===== src/rtl/nibble_serial_adder_pkg.sv =====
// Shared definitions for the nibble-serial adder: FSM state encoding,
// slice width and the sizing helpers derived from the operand width.
package nibble_serial_adder_pkg;

    // Operation phases: waiting for operands, adding nibbles, holding result.
    typedef enum logic [1:0] {
        IDLE = 2'd0,
        RUN  = 2'd1,
        DONE = 2'd2
    } state_t;

    // Width of the single ripple-carry slice shared by every nibble.
    localparam int SLICE_W = 4;

    // Number of slice passes needed to cover the full operand width.
    function automatic int nib_count(input int width);
        return width / SLICE_W;
    endfunction

    // Nibble counter width; a single-nibble adder still needs one bit.
    function automatic int cnt_width(input int width);
        int nib;
        nib = width / SLICE_W;
        return (nib > 1) ? $clog2(nib) : 1;
    endfunction

endpackage


===== src/rtl/nibble_serial_adder_rca4_cin.sv =====
// 4-bit ripple-carry adder with carry-in, one full-adder cell per bit.
// Purely combinational; the owning block registers the carry between nibbles.
module rca4_cin
    import nibble_serial_adder_pkg::*;
(
    input  logic [SLICE_W-1:0] a,
    input  logic [SLICE_W-1:0] b,
    input  logic               cin,
    output logic [SLICE_W-1:0] sum,
    output logic               carry
);

    // c[i] is the carry into bit i; c[SLICE_W] leaves the slice.
    logic [SLICE_W:0] c;

    assign c[0] = cin;

    for (genvar i = 0; i < SLICE_W; i++) begin : g_fa
        logic p;
        logic g;
        // Propagate/generate form of a full adder.
        assign p        = a[i] ^ b[i];
        assign g        = a[i] & b[i];
        assign sum[i]   = p ^ c[i];
        assign c[i+1]   = g | (p & c[i]);
    end

    assign carry = c[SLICE_W];

endmodule


===== src/rtl/nibble_serial_adder.sv =====
// Nibble-serial WIDTH-bit adder: one 4-bit ripple slice is reused NIB times,
// low nibble first, with the inter-nibble carry held in a register.
// Optional feature macro: NIBBLE_SERIAL_ADDER_CIN_EN adds a cin port that
// seeds the carry register when operands are accepted.
module nibble_serial_adder
    import nibble_serial_adder_pkg::*;
#(
    parameter int WIDTH = 16
) (
    input  logic             clk,
    input  logic             rst,
    input  logic             in_valid,
    output logic             in_ready,
    input  logic [WIDTH-1:0] a,
    input  logic [WIDTH-1:0] b,
`ifdef NIBBLE_SERIAL_ADDER_CIN_EN
    input  logic             cin,
`endif
    output logic             out_valid,
    input  logic             out_ready,
    output logic [WIDTH-1:0] sum,
    output logic             carry
);

    localparam int NIB   = nib_count(WIDTH);
    localparam int CNT_W = cnt_width(WIDTH);
    localparam logic [CNT_W-1:0] CNT_LAST = CNT_W'(NIB - 1);

    state_t             state;
    state_t             state_nxt;

    logic [WIDTH-1:0]   opa;
    logic [WIDTH-1:0]   opb;
    logic               creg;
    logic [CNT_W-1:0]   cnt;

    logic               seed;
    logic               last;
    logic [SLICE_W-1:0] slice_sum;
    logic               slice_co;
    logic [WIDTH-1:0]   sum_nxt;

    // Carry seed at accept time: external carry-in when present, else zero.
`ifdef NIBBLE_SERIAL_ADDER_CIN_EN
    assign seed = cin;
`else
    assign seed = 1'b0;
`endif

    // The counter stops at NIB-1, so the terminal compare never wraps.
    assign last = (cnt == CNT_LAST);

    // Shared slice always works on the current low nibble of both operands.
    rca4_cin u_slice (
        .a     (opa[SLICE_W-1:0]),
        .b     (opb[SLICE_W-1:0]),
        .cin   (creg),
        .sum   (slice_sum),
        .carry (slice_co)
    );

    // New nibble enters at the MSB end; after NIB shifts the first nibble
    // computed has reached bits [3:0]. Written as shift/or so WIDTH == 4
    // needs no special case.
    assign sum_nxt = (sum >> SLICE_W) | (WIDTH'(slice_sum) << (WIDTH - SLICE_W));

    // State register.
    always_ff @(posedge clk) begin
        if (rst) begin
            state <= IDLE;
        end else begin
            state <= state_nxt;
        end
    end

    // Next-state decode and the two handshake outputs taken straight from state.
    always_comb begin
        state_nxt = state;
        in_ready  = 1'b0;
        out_valid = 1'b0;
        unique case (state)
            IDLE: begin
                in_ready = !rst;
                if (in_valid) begin
                    state_nxt = RUN;
                end
            end
            RUN: begin
                if (last) begin
                    state_nxt = DONE;
                end
            end
            DONE: begin
                out_valid = 1'b1;
                if (out_ready) begin
                    state_nxt = IDLE;
                end
            end
            default: begin
                state_nxt = IDLE;
            end
        endcase
    end

    // Datapath: load operands on accept, shift one nibble per RUN cycle,
    // publish the final carry on the last nibble. sum/carry are left alone
    // in IDLE and DONE so a result stays readable until the next RUN.
    always_ff @(posedge clk) begin
        if (rst) begin
            opa   <= '0;
            opb   <= '0;
            creg  <= 1'b0;
            cnt   <= '0;
            sum   <= '0;
            carry <= 1'b0;
        end else begin
            unique case (state)
                IDLE: begin
                    if (in_valid) begin
                        opa  <= a;
                        opb  <= b;
                        creg <= seed;
                        cnt  <= '0;
                    end
                end
                RUN: begin
                    sum  <= sum_nxt;
                    opa  <= opa >> SLICE_W;
                    opb  <= opb >> SLICE_W;
                    creg <= slice_co;
                    if (last) begin
                        carry <= slice_co;
                    end else begin
                        cnt <= cnt + CNT_W'(1);
                    end
                end
                default: begin
                end
            endcase
        end
    end

endmodule


===== config.mk =====
export PLATFORM = sky130hd
export DESIGN_NAME = nibble_serial_adder
export DESIGN_NICKNAME = d
export VERILOG_FILES = /design/src/rtl/nibble_serial_adder_pkg.sv /design/src/rtl/nibble_serial_adder_rca4_cin.sv /design/src/rtl/nibble_serial_adder.sv
export SDC_FILE = /design/constraint.sdc
export NUM_CORES = 1
export LEC_CHECK = 0
export ABC_CLOCK_PERIOD_IN_PS = 2160
export CAP_MARGIN = 20
export CORE_MARGIN = 8
export CORE_UTILIZATION = 31
export DETAILED_ROUTE_END_ITERATION = 10
export SYNTH_ARGS = -nofsm -noshare
export SYNTH_HDL_FRONTEND = slang
export SYNTH_SLANG_ARGS = --single-unit

===== constraint.sdc =====
create_clock -name clk -period 2.16 [get_ports clk]
set_input_delay 0.432 -clock clk [delete_from_list [all_inputs] [get_ports clk]]
set_output_delay 0.432 -clock clk [all_outputs]
set_load 0.01 [all_outputs]

Word level (Yosys, flattened, before mapping)
Index checks and enable logic that the tools add are counted.
{"block": "op_classes", "add_sub_neg": 1, "eq_ne": 7, "muxes": 15, "bitwise": 21, "reduce_logical": 7}
{"operator": "$pmux 16 s2", "count": 2}
{"operator": "$mux 16", "count": 2}
{"operator": "$or 12x16->16", "count": 1}
{"operator": "$mux 2", "count": 5}
{"operator": "$and 1x1->1", "count": 8}
{"operator": "$ne 2x2->1 const B", "count": 4}
{"operator": "$xor 1x1->1", "count": 8}
{"operator": "$pmux 2 s3", "count": 1}
{"operator": "$reduce_and 3->1", "count": 2}
{"operator": "$eq 2x2->1 const B", "count": 2}
{"operator": "$or 1x1->1", "count": 4}
{"operator": "$pmux 2 s2", "count": 1}
{"operator": "$reduce_and 2->1", "count": 2}
{"operator": "$mux 1", "count": 3}
{"operator": "$add 2x1->2 const B", "count": 1}
{"operator": "$eq 2x1->1 const B", "count": 1}
{"operator": "$logic_not 2->1", "count": 1}
{"operator": "$pmux 1 s2", "count": 1}
{"operator": "$reduce_bool 2->1", "count": 1}
{"operator": "$logic_not 1->1", "count": 1}
{"block": "word_totals", "register_bits": 54, "in_bits": 36, "out_inout_bits": 19, "elab_cells": 58}

Longest topological paths before layout
Gate-level depths: netlist of the first run.
{"block": "logic_depth", "depth_word": 10, "ltp_mapped": 9, "mapped_depth_nobuf": 9}

By module
A second synthesis of the first run with hierarchy kept.
{"block": "unflattened", "cells_unflattened": 275, "area_unflattened_um2": 2386.0}
{"module": "nibble_serial_adder", "instances": 1, "cells_per_inst": 261, "area_each_um2": 2268.4, "seq_area_each_um2": 1081.0}
{"module": "rca4_cin", "instances": 1, "cells_per_inst": 14, "area_each_um2": 117.6, "seq_area_each_um2": 0.0}

Worst setup path before layout of the first run
Ideal clock, no wire load.
{"block": "synth_path", "kind": "reg2reg", "startpoint": "register opa[0]", "endpoint": "register sum[15]", "setup_time_ns": 0.086, "arrival_ns": 1.921, "required_time_ns": 2.074, "slack_ns": 0.153, "path_stages_with_launch": 9, "path_buffers": 0, "period_less_slack_ns": 2.007, "path_cell_list": "dfxtp_1 -> inv_1 -> fa_1 -> inv_1 -> fa_1 -> fa_1 -> inv_1 -> fa_1 -> a211oi_1"}
{"block": "synth_via", "elab_chain_cells": 9, "word_cells_on_any_way": 10, "cone_classes": "10 x bitwise"}
{"element": "start: declaration", "line": "nibble_serial_adder.sv:32", "text": "logic [WIDTH-1:0] opa;"}
{"element": "start signal: assignment", "line": "nibble_serial_adder.sv:128", "text": "opa <= opa >> SLICE_W;"}
{"element": "$xor 1x1->1", "line": "nibble_serial_adder_rca4_cin.sv:22", "text": "assign p = a[i] ^ b[i];"}
{"element": "$and 1x1->1", "line": "nibble_serial_adder_rca4_cin.sv:25", "text": "assign c[i+1] = g | (p & c[i]);"}
{"element": "$or 1x1->1 (*)", "line": "nibble_serial_adder_rca4_cin.sv:25"}
{"element": "$and 1x1->1 (*)", "line": "nibble_serial_adder_rca4_cin.sv:25"}
{"element": "$or 1x1->1 (*)", "line": "nibble_serial_adder_rca4_cin.sv:25"}
{"element": "$and 1x1->1 (*)", "line": "nibble_serial_adder_rca4_cin.sv:25"}
{"element": "$or 1x1->1 (*)", "line": "nibble_serial_adder_rca4_cin.sv:25"}
{"element": "$xor 1x1->1 (*)", "line": "nibble_serial_adder_rca4_cin.sv:24", "text": "assign sum[i] = p ^ c[i];"}
{"element": "$or 12x16->16 (*)", "line": "nibble_serial_adder.sv:65", "text": "assign sum_nxt = (sum >> SLICE_W) | (WIDTH'(slice_sum) << (WIDTH - SLICE_W));"}
{"element": "end signal: assignment", "line": "nibble_serial_adder.sv:127", "text": "sum <= sum_nxt;"}
{"element": "end: declaration", "line": "nibble_serial_adder.sv:21", "text": "output logic [WIDTH-1:0] sum,"}
Mark *: on every way between the ends. The rest lies on a longest branch, timed or not.
A chain may end at the register's enable or synchronous reset.

Worst setup path in the final report of the first run
{"block": "layout_path", "startpoint": "register opb[0]", "endpoint": "register sum[15]"}
{"block": "layout_via", "elab_chain_cells": 9, "word_cells_on_any_way": 10, "cone_classes": "10 x bitwise"}
{"element": "start: declaration", "line": "nibble_serial_adder.sv:33", "text": "logic [WIDTH-1:0] opb;"}
{"element": "start signal: assignment", "line": "nibble_serial_adder.sv:129", "text": "opb <= opb >> SLICE_W;"}
{"element": "$xor 1x1->1", "line": "nibble_serial_adder_rca4_cin.sv:22"}
{"element": "$and 1x1->1", "line": "nibble_serial_adder_rca4_cin.sv:25"}
{"element": "$or 1x1->1 (*)", "line": "nibble_serial_adder_rca4_cin.sv:25"}
{"element": "$and 1x1->1 (*)", "line": "nibble_serial_adder_rca4_cin.sv:25"}
{"element": "$or 1x1->1 (*)", "line": "nibble_serial_adder_rca4_cin.sv:25"}
{"element": "$and 1x1->1 (*)", "line": "nibble_serial_adder_rca4_cin.sv:25"}
{"element": "$or 1x1->1 (*)", "line": "nibble_serial_adder_rca4_cin.sv:25"}
{"element": "$xor 1x1->1 (*)", "line": "nibble_serial_adder_rca4_cin.sv:24"}
{"element": "$or 12x16->16 (*)", "line": "nibble_serial_adder.sv:65"}
Marked as above.

==> results of run 1 <==
==> layer usage <==
metal / vias to the layer above / global-route usage / routed length [µm]
met2: 46 / 0.174 / 2420
met5: - / 0 / 0
met4: 0 / 0.0412 / 74
li1: 983 / - / -
met3: 8 / 0.0359 / 365
met1: 853 / 0.124 / 2440
==> layout by cell type, fill, tap and decap left out, types with 3 or more instances in the layout <==
cell                              synthesis  final
sky130_fd_sc_hd__dfxtp_1                 54     54
sky130_fd_sc_hd__clkdlybuf4s50_1          0     53
sky130_fd_sc_hd__nand2_1                 52     52
sky130_fd_sc_hd__a21oi_1                 39     39
sky130_fd_sc_hd__nor2_1                  34     34
sky130_fd_sc_hd__a211oi_1                20     19
sky130_fd_sc_hd__a22oi_1                  9      9
sky130_fd_sc_hd__inv_1                    9      8
sky130_fd_sc_hd__clkbuf_8                 0      5
sky130_fd_sc_hd__a221oi_1                 4      4
sky130_fd_sc_hd__a211oi_2                 2      3
sky130_fd_sc_hd__buf_12                   0      3
==> layout make-up <==
cell class | instances | area [µm²] | area share
clock buffers | 5 | 68.8 | 0.0233
well taps | 99 | 124 | 0.0419
multi-input cells | 179 | 1030 | 0.348
inverters | 9 | 33.8 | 0.0114
flip-flops and latches | 54 | 1080 | 0.366
clock inverters | 2 | 10.0 | 0.00339
repair buffers | 59 | 611 | 0.207
==> cell families (layout without fill, tap and decap cells) <==
| family | count (synthesis) | count (layout) |
|---|---|---|
| AO/OA/AOI/OAI | 80 | 80 |
| flip-flops | 54 | 54 |
| adder cells (fa/ha/maj) | 5 | 5 |
| buffers and inverters | 30 | 75 |
| AND/OR/NAND/NOR | 94 | 94 |
==> repair_timing <==
| action | in CTS | in global routing |
|---|---|---|
| endpoints found under the setup margin | 0 | 1 |
| endpoints found under the hold margin | 0 | 0 |
| resized for setup | 0 | 4 |
==> per-stage QoR <==
step                area (µm²)  utilization
global placement          2870        0.402
floorplan                 2240            -
CTS                       2950        0.413
detailed placement        2870        0.402
global route              2960        0.414
finish                    2960        0.414
==> power by group through the flow <==
stage / Combinational (W) / Clock [W] / Sequential [W]
CTS: 0.000362 / 0.000556 / 0.00110
detailed placement: 0.000360 / 0 / 0.00112
finish: 0.000361 / 0.000527 / 0.00110
global placement: 0.000357 / 0 / 0.00112
global route: 0.000407 / 0.000580 / 0.00111
floorplan: 0.000219 / 0 / 0.00112
==> flip-flops by register name, summed over array words and instances, names as in the netlist <==
| name | flops |
|---|---|
| opb | 16 |
| sum | 16 |
| cnt | 2 |
| creg | 1 |
| carry | 1 |
| opa | 16 |
| state | 2 |
==> final timing paths <==
path,startpoint,cells after the start,to
worst max-delay path,opb[0],8,sum[15]
worst min-delay path,sum[0],2,sum[0]
worst max register to register,opb[0],8,sum[15]
worst min register to register,sum[0],2,sum[0]
==> worst max-delay path: stages, from the launching register on <==
cell	delay [ns]
sky130_fd_sc_hd__dfxtp_1	0.31
sky130_fd_sc_hd__inv_1	0.08
sky130_fd_sc_hd__fa_1	0.17
sky130_fd_sc_hd__inv_1	0.05
sky130_fd_sc_hd__fa_2	0.33
sky130_fd_sc_hd__fa_2	0.32
sky130_fd_sc_hd__inv_1	0.07
sky130_fd_sc_hd__fa_1	0.43
sky130_fd_sc_hd__a211oi_2	0.20
==> Yosys cell counts (all sizes together), types with 2 or more instances <==
cell,count
a21oi,39
fa,4
nand2,52
nor2b,3
a211oi,22
a221oi,4
a22oi,9
buf,15
dfxtp,54
nor2,34
inv,9
clkbuf,6
nor3b,2
==> impl_metrics.prom, run 1 <==
# TYPE chip_impl_metric gauge
chip_impl_metric{name="hold_buffers",unit=""} 0
chip_impl_metric{name="switching_share_of_power",unit=""} 0.268
chip_impl_metric{name="fin_nets",unit=""} 349
chip_impl_metric{name="cts_htree_levels",unit=""} 2
chip_impl_metric{name="post_synth_xor_area_fraction",unit=""} 0
chip_impl_metric{name="number_of_antenna_violations_at_the_first_check_in_global_routing",unit=""} 0
chip_impl_metric{name="timing.hold.ws",unit="ns"} 0.456
chip_impl_metric{name="mappedNetlistArea",unit="µm²"} 2240
chip_impl_metric{name="clock_insertion_delay_worst_skew",unit="ns"} 0.30
chip_impl_metric{name="route.detailed.drc",unit=""} 0
chip_impl_metric{name="async_reset_ff_frac",unit=""} 0
chip_impl_metric{name="layout-area-overhead-vs-synth",unit="%"} 31.7
chip_impl_metric{name="synthesis.area_per_instance",unit="µm²"} 8.53
chip_impl_metric{name="start_util",unit=""} 0.315
chip_impl_info{name="timing_worst_setup_path_type",value="reg2reg"} 1
chip_impl_metric{name="synth_edf_count",unit=""} 0
chip_impl_metric{name="critical_path_required",unit="ns"} 2.38
chip_impl_metric{name="port_buffers",unit=""} 54
chip_impl_metric{name="cap_viol_max_count",unit=""} 0
chip_impl_metric{name="arrival_time_of_the_worst_setup_path",unit="ns"} 2.27
chip_impl_metric{name="layout.filler_cells",unit=""} 779
chip_impl_metric{name="layout.cells.non_filler",unit=""} 407
chip_impl_metric{name="gp_routability_congestion",unit=""} 0.731
chip_impl_metric{name="layout-drive-gt1-share",unit=""} 0.0779
chip_impl_metric{name="dieWidth",unit="µm"} 101
chip_impl_metric{name="postSynthCellCount",unit=""} 263
chip_impl_metric{name="post_synth_fa_ha_maj_area_fraction",unit=""} 0.0412
chip_impl_metric{name="synth_simple_gate_area_frac",unit=""} 0.169
chip_impl_info{name="type_of_the_worst_min_delay_path",value="reg2reg"} 1
chip_impl_info{name="status",value="completed"} 1
chip_impl_metric{name="routed_via_density",unit=""} 4.64
chip_impl_metric{name="fin_setup_tns",unit="ns"} 0
chip_impl_metric{name="placedCellCount",unit=""} 400
chip_impl_metric{name="floorplan.die_area",unit="µm²"} 10200
chip_impl_info{name="cts_root_buffer",value="sky130_fd_sc_hd__clkbuf_8"} 1
chip_impl_metric{name="p_comb_frac",unit=""} 0.182
chip_impl_metric{name="grt_remaining_overflow",unit=""} 0
chip_impl_metric{name="clock_power_share",unit=""} 0.265
chip_impl_metric{name="drtPass1Iterations",unit=""} 4
chip_impl_metric{name="detailedPlacementHpwl",unit="mm"} 3.53
chip_impl_metric{name="die_h",unit="µm"} 101
chip_impl_metric{name="cts_buffer_depth",unit=""} 2
chip_impl_metric{name="final-setup-viol-count",unit=""} 0
chip_impl_metric{name="clock-skew-final",unit="ns"} 0.00696
chip_impl_metric{name="finalWorstSetupSlack",unit="ns"} 0.109
chip_impl_metric{name="maximum_resistive_drop_on_vdd",unit="mV"} 0.354
chip_impl_metric{name="antenna_cells",unit=""} 0
chip_impl_metric{name="routedWlPerCell",unit="µm"} 13.0
chip_impl_metric{name="placement.setup.worst_slack",unit="ns"} 0.0783
chip_impl_metric{name="yosys_warnings",unit=""} 0
chip_impl_metric{name="clock_input_transition_at_the_sequential_cells_of_the_worst_setup_and_hold_paths",unit="ns"} 0.09
chip_impl_metric{name="synthDominantCellAreaShare",unit=""} 0.482
chip_impl_metric{name="postSynthNetCount",unit=""} 304
chip_impl_metric{name="mux_cell_area_share_after_synthesis",unit=""} 0
chip_impl_metric{name="post_synth_num_cell_types",unit=""} 28
chip_impl_metric{name="report.final.slew_viol_count",unit=""} 0
chip_impl_info{name="end_kind",value="flop"} 1
chip_impl_metric{name="p_int",unit="W"} 0.00146
chip_impl_metric{name="p_leak",unit="nW"} 1.10
chip_impl_metric{name="drtAntennaViolNets",unit=""} 0
chip_impl_metric{name="first_global_vias",unit=""} 1880
chip_impl_metric{name="sequential_area_share_after_synthesis",unit=""} 0.482
chip_impl_info{name="synth_flop_cell",value="sky130_fd_sc_hd__dfxtp_1"} 1
chip_impl_metric{name="drt_iter0_markers",unit=""} 145
chip_impl_metric{name="power_frac_seq",unit=""} 0.553
chip_impl_metric{name="synth.ff_latch_count",unit=""} 54
chip_impl_metric{name="cts-buffers-inserted",unit=""} 5
chip_impl_metric{name="pin_count_of_the_biggest_net_entering_global_routing",unit=""} 56
chip_impl_info{name="cts_tree",value="built"} 1
chip_impl_metric{name="worst_slew_margin_rel",unit=""} 0.599
chip_impl_metric{name="timing.reg2reg.setup_slack",unit="ns"} 0.11
chip_impl_metric{name="tritoncts_num_sinks",unit=""} 54
chip_impl_metric{name="switching_power",unit="W"} 0.000533
chip_impl_metric{name="post_cts.repair.setup_buffers",unit=""} 0
chip_impl_metric{name="crit_fanout",unit=""} 2
chip_impl_metric{name="grt_pass1_wl",unit="mm"} 8.71
chip_impl_metric{name="fin_hold_viols",unit=""} 0
chip_impl_info{name="netlist.top_cell.by_area",value="sky130_fd_sc_hd__dfxtp_1"} 1
chip_impl_metric{name="power.density_cell_area",unit="nW/µm²"} 673
chip_impl_metric{name="min_tclk_post_route",unit="ns"} 2.05
chip_impl_metric{name="grt_use_total",unit=""} 0.106
chip_impl_metric{name="dr_total_vias",unit=""} 1890
chip_impl_metric{name="fmax",unit="GHz"} 0.488
chip_impl_info{name="synth_top_cells_by_area",value="sky130_fd_sc_hd__dfxtp_1 48%, sky130_fd_sc_hd__a21oi_1 8.7%, sky130_fd_sc_hd__nand2_1 8.7%"} 1
chip_impl_metric{name="fraction_of_the_mapped_netlist_area_in_compound_gates",unit=""} 0.240
chip_impl_metric{name="layout_worst_path_cycle_share",unit=""} 0.950
chip_impl_metric{name="total_power",unit="W"} 0.00199
chip_impl_metric{name="boundaryPins",unit=""} 55
chip_impl_metric{name="tightestPinTransition",unit="ns"} 0.601
chip_impl_info{name="dominant_combinational_cell_family_by_area_after_synthesis",value="compound AO/OA/AOI/OAI gates"} 1
chip_impl_metric{name="number_of_cell_rows",unit=""} 31
chip_impl_metric{name="drt_wl_total",unit="mm"} 5.29
chip_impl_info{name="cp-start-kind",value="flop"} 1
chip_impl_metric{name="core-area",unit="µm²"} 7140
(Power assumes the default switching activity.)
==> run 2, diff against run 1 <==
--- a/config.mk
+++ b/config.mk
@@ -5,11 +5,11 @@
 export SDC_FILE = /design/constraint.sdc
 export NUM_CORES = 1
 export LEC_CHECK = 0
-export ABC_CLOCK_PERIOD_IN_PS = 2160
 export CAP_MARGIN = 20
 export CORE_MARGIN = 8
 export CORE_UTILIZATION = 31
 export DETAILED_ROUTE_END_ITERATION = 10
+export REMOVE_ABC_BUFFERS = 1
 export SYNTH_ARGS = -nofsm -noshare
 export SYNTH_HDL_FRONTEND = slang
 export SYNTH_SLANG_ARGS = --single-unit
==> run 2 against run 1 <==
  * Hold slack improved by 0.00070 ns
  * Register-to-register slack better by 0.02 ns
  * Clock power rose by 10%
  * Total power up 2.4%
  * Sequential power about the same
  * Fmax is 0.85% higher
  * Sequential share of layout area fell by 0.14 points
  * Clock skew barely moved
  * Non-clock buffer count grew 1
  * Largest cell class unchanged
  * Largest power group unchanged
  * Highest routed layer unchanged
==> impl_metrics.prom, run 2 (same netlist as run 1, synthesis figures left out) <==
# TYPE chip_impl_metric gauge
chip_impl_metric{name="arrival_time_of_the_worst_setup_path",unit="ns"} 2.27
chip_impl_metric{name="boundaryPins",unit=""} 55
chip_impl_metric{name="maximum_resistive_drop_on_vdd",unit="mV"} 0.341
chip_impl_metric{name="layout.filler_cells",unit=""} 758
chip_impl_metric{name="port_buffers",unit=""} 54
chip_impl_metric{name="gp_routability_congestion",unit=""} 0.739
chip_impl_metric{name="drt_wl_total",unit="mm"} 5.29
chip_impl_metric{name="report.final.slew_viol_count",unit=""} 0
chip_impl_metric{name="first_global_vias",unit=""} 1994
chip_impl_metric{name="drtAntennaViolNets",unit=""} 0
chip_impl_metric{name="grt_use_total",unit=""} 0.109
chip_impl_metric{name="clock_input_transition_at_the_sequential_cells_of_the_worst_setup_and_hold_paths",unit="ns"} 0.09
chip_impl_metric{name="start_util",unit=""} 0.315
chip_impl_metric{name="grt_pass1_wl",unit="mm"} 8.96
chip_impl_metric{name="power.density_cell_area",unit="nW/µm²"} 687
chip_impl_metric{name="number_of_antenna_violations_at_the_first_check_in_global_routing",unit=""} 0
chip_impl_info{name="setup_repair_after_global_routing_missed_its_margin",value="false"} 1
chip_impl_metric{name="clock_insertion_delay_worst_skew",unit="ns"} 0.30
chip_impl_metric{name="cts_htree_levels",unit=""} 2
chip_impl_metric{name="dieWidth",unit="µm"} 101
chip_impl_metric{name="drt_iter0_markers",unit=""} 57
chip_impl_metric{name="crit_fanout",unit=""} 2
chip_impl_metric{name="fmax",unit="GHz"} 0.492
chip_impl_metric{name="critical_path_required",unit="ns"} 2.39
chip_impl_info{name="end_kind",value="flop"} 1
chip_impl_metric{name="fin_nets",unit=""} 350
chip_impl_info{name="status",value="completed"} 1
chip_impl_info{name="type_of_the_worst_min_delay_path",value="reg2reg"} 1
chip_impl_metric{name="routed_via_density",unit=""} 4.62
chip_impl_metric{name="p_leak",unit="nW"} 1.10
chip_impl_metric{name="layout_worst_path_cycle_share",unit=""} 0.941
chip_impl_info{name="cp-start-kind",value="flop"} 1
chip_impl_metric{name="grt_remaining_overflow",unit=""} 0
chip_impl_metric{name="layout-drive-gt1-share",unit=""} 0.0871
chip_impl_metric{name="clock-skew-final",unit="ns"} 0.00727
chip_impl_metric{name="number_of_cell_rows",unit=""} 31
chip_impl_metric{name="cap_viol_max_count",unit=""} 0
chip_impl_metric{name="cts-buffers-inserted",unit=""} 5
chip_impl_info{name="cts_root_buffer",value="sky130_fd_sc_hd__clkbuf_8"} 1
chip_impl_metric{name="route.detailed.drc",unit=""} 0
chip_impl_metric{name="min_tclk_post_route",unit="ns"} 2.03
chip_impl_metric{name="clock_power_share",unit=""} 0.285
chip_impl_metric{name="p_int",unit="W"} 0.00149
chip_impl_metric{name="routedWlPerCell",unit="µm"} 12.9
chip_impl_metric{name="hold_buffers",unit=""} 0
chip_impl_metric{name="switching_power",unit="W"} 0.000544
chip_impl_info{name="layout.cells.most_common_list",value="54 x sky130_fd_sc_hd__dfxtp_1, 53 x sky130_fd_sc_hd__clkdlybuf4s50_1, 52 x sky130_fd_sc_hd__nand2_1"} 1
chip_impl_metric{name="fin_hold_viols",unit=""} 0
chip_impl_metric{name="final_core_utilization",unit=""} 0.416
chip_impl_metric{name="drtPass1Iterations",unit=""} 4
chip_impl_metric{name="multiInputGateArea",unit="µm²"} 1030
chip_impl_metric{name="switching_share_of_power",unit=""} 0.267
chip_impl_metric{name="detailedPlacementHpwl",unit="mm"} 3.63
chip_impl_metric{name="layout-area-overhead-vs-synth",unit="%"} 32.2
chip_impl_metric{name="die_h",unit="µm"} 101
chip_impl_metric{name="worst_slew_margin_rel",unit=""} 0.599
chip_impl_metric{name="core-area",unit="µm²"} 7140
chip_impl_metric{name="final-setup-viol-count",unit=""} 0
chip_impl_info{name="layout_commonest_cell",value="sky130_fd_sc_hd__dfxtp_1"} 1
chip_impl_info{name="timing_worst_setup_path_type",value="reg2reg"} 1
chip_impl_metric{name="dr_total_vias",unit=""} 1888
chip_impl_metric{name="cts_buffer_depth",unit=""} 2
chip_impl_metric{name="ff_latch_area",unit="µm²"} 1080
chip_impl_metric{name="tightestPinTransition",unit="ns"} 0.602
chip_impl_metric{name="power_frac_seq",unit=""} 0.540
chip_impl_metric{name="tritoncts_num_sinks",unit=""} 54
chip_impl_metric{name="antenna_cells",unit=""} 0
chip_impl_metric{name="floorplan.die_area",unit="µm²"} 10200
chip_impl_metric{name="p_comb_frac",unit=""} 0.175
chip_impl_info{name="layout_top_registers",value="opa: 16 flops, opb: 16 flops, sum: 16 flops"} 1
chip_impl_metric{name="fin_setup_tns",unit="ns"} 0
chip_impl_info{name="cts_tree",value="built"} 1
chip_impl_metric{name="pin_count_of_the_biggest_net_entering_global_routing",unit=""} 56
[run 2: cell types whose count changed in the layout (fill, tap and decap cells not counted), sizes merged]
| cell | change |
|---|---|
| clkinvlp | +1 |
| clkbuf | +1 |
| clkinv | -1 |
| buf | +1 |
[run 2: final timing paths]
check | start | endpoint | slack [ns] | cells past startpoint
min | sum[3] | sum[3] | 0.46 | 2
min reg2reg | sum[3] | sum[3] | 0.46 | 2
max reg2reg | opb[0] | sum[15] | 0.13 | 8
max | opb[0] | sum[15] | 0.13 | 8
[run 2: repair_timing]
item                                    CTS  global route
resized for setup                         0             4
endpoints found under the setup margin    0             1
buffers inserted                          0             0
[run 2: power by group through the flow]
stage	Combinational (W)	Clock (W)	Sequential, W
2_1_floorplan	0.000177	0	0.00112
3_3_place_gp	0.000354	0	0.00112
3_5_place_dp	0.000359	0	0.00112
4_1_cts	0.000360	0.000607	0.00110
5_1_grt	0.000403	0.000640	0.00111
6_report	0.000356	0.000582	0.00110
[run 2: layout make-up]
class / count / share of cell area
inverter: 9 / 0.0114
multi-input combinational: 179 / 0.346
clock inverter: 2 / 0.00422
tap: 99 / 0.0418
clock buffer: 6 / 0.0278
sequential: 54 / 0.364
timing repair buffer: 60 / 0.204
[run 2: through the flow]
stage               area (µm²)  cells  hold slack [ns]  power [W]  setup slack [ns]
floorplan                 2120    242            0.456    0.00130            -0.378
global placement          2860    401            0.442    0.00147             0.102
detailed placement        2860    401            0.446    0.00148            0.0615
CTS                       2960    409            0.460    0.00207            0.0385
global route              2970    409            0.489    0.00215            0.0123
finish                    2970    409            0.457    0.00204             0.126
[run 2: metal layers]
metal | GRT usage | wire length (µm)
met5 | 0 | 0
met4 | 0.0378 | 59
met3 | 0.0242 | 175
met2 | 0.201 | 2640
met1 | 0.118 | 2420
[run 2: critical path, cell delays in order (launching register included)]
cell	delay, ns
sky130_fd_sc_hd__dfxtp_1	0.32
sky130_fd_sc_hd__inv_2	0.06
sky130_fd_sc_hd__fa_1	0.16
sky130_fd_sc_hd__inv_1	0.05
sky130_fd_sc_hd__fa_2	0.33
sky130_fd_sc_hd__fa_1	0.36
sky130_fd_sc_hd__inv_1	0.08
sky130_fd_sc_hd__fa_1	0.42
sky130_fd_sc_hd__a211oi_2	0.17
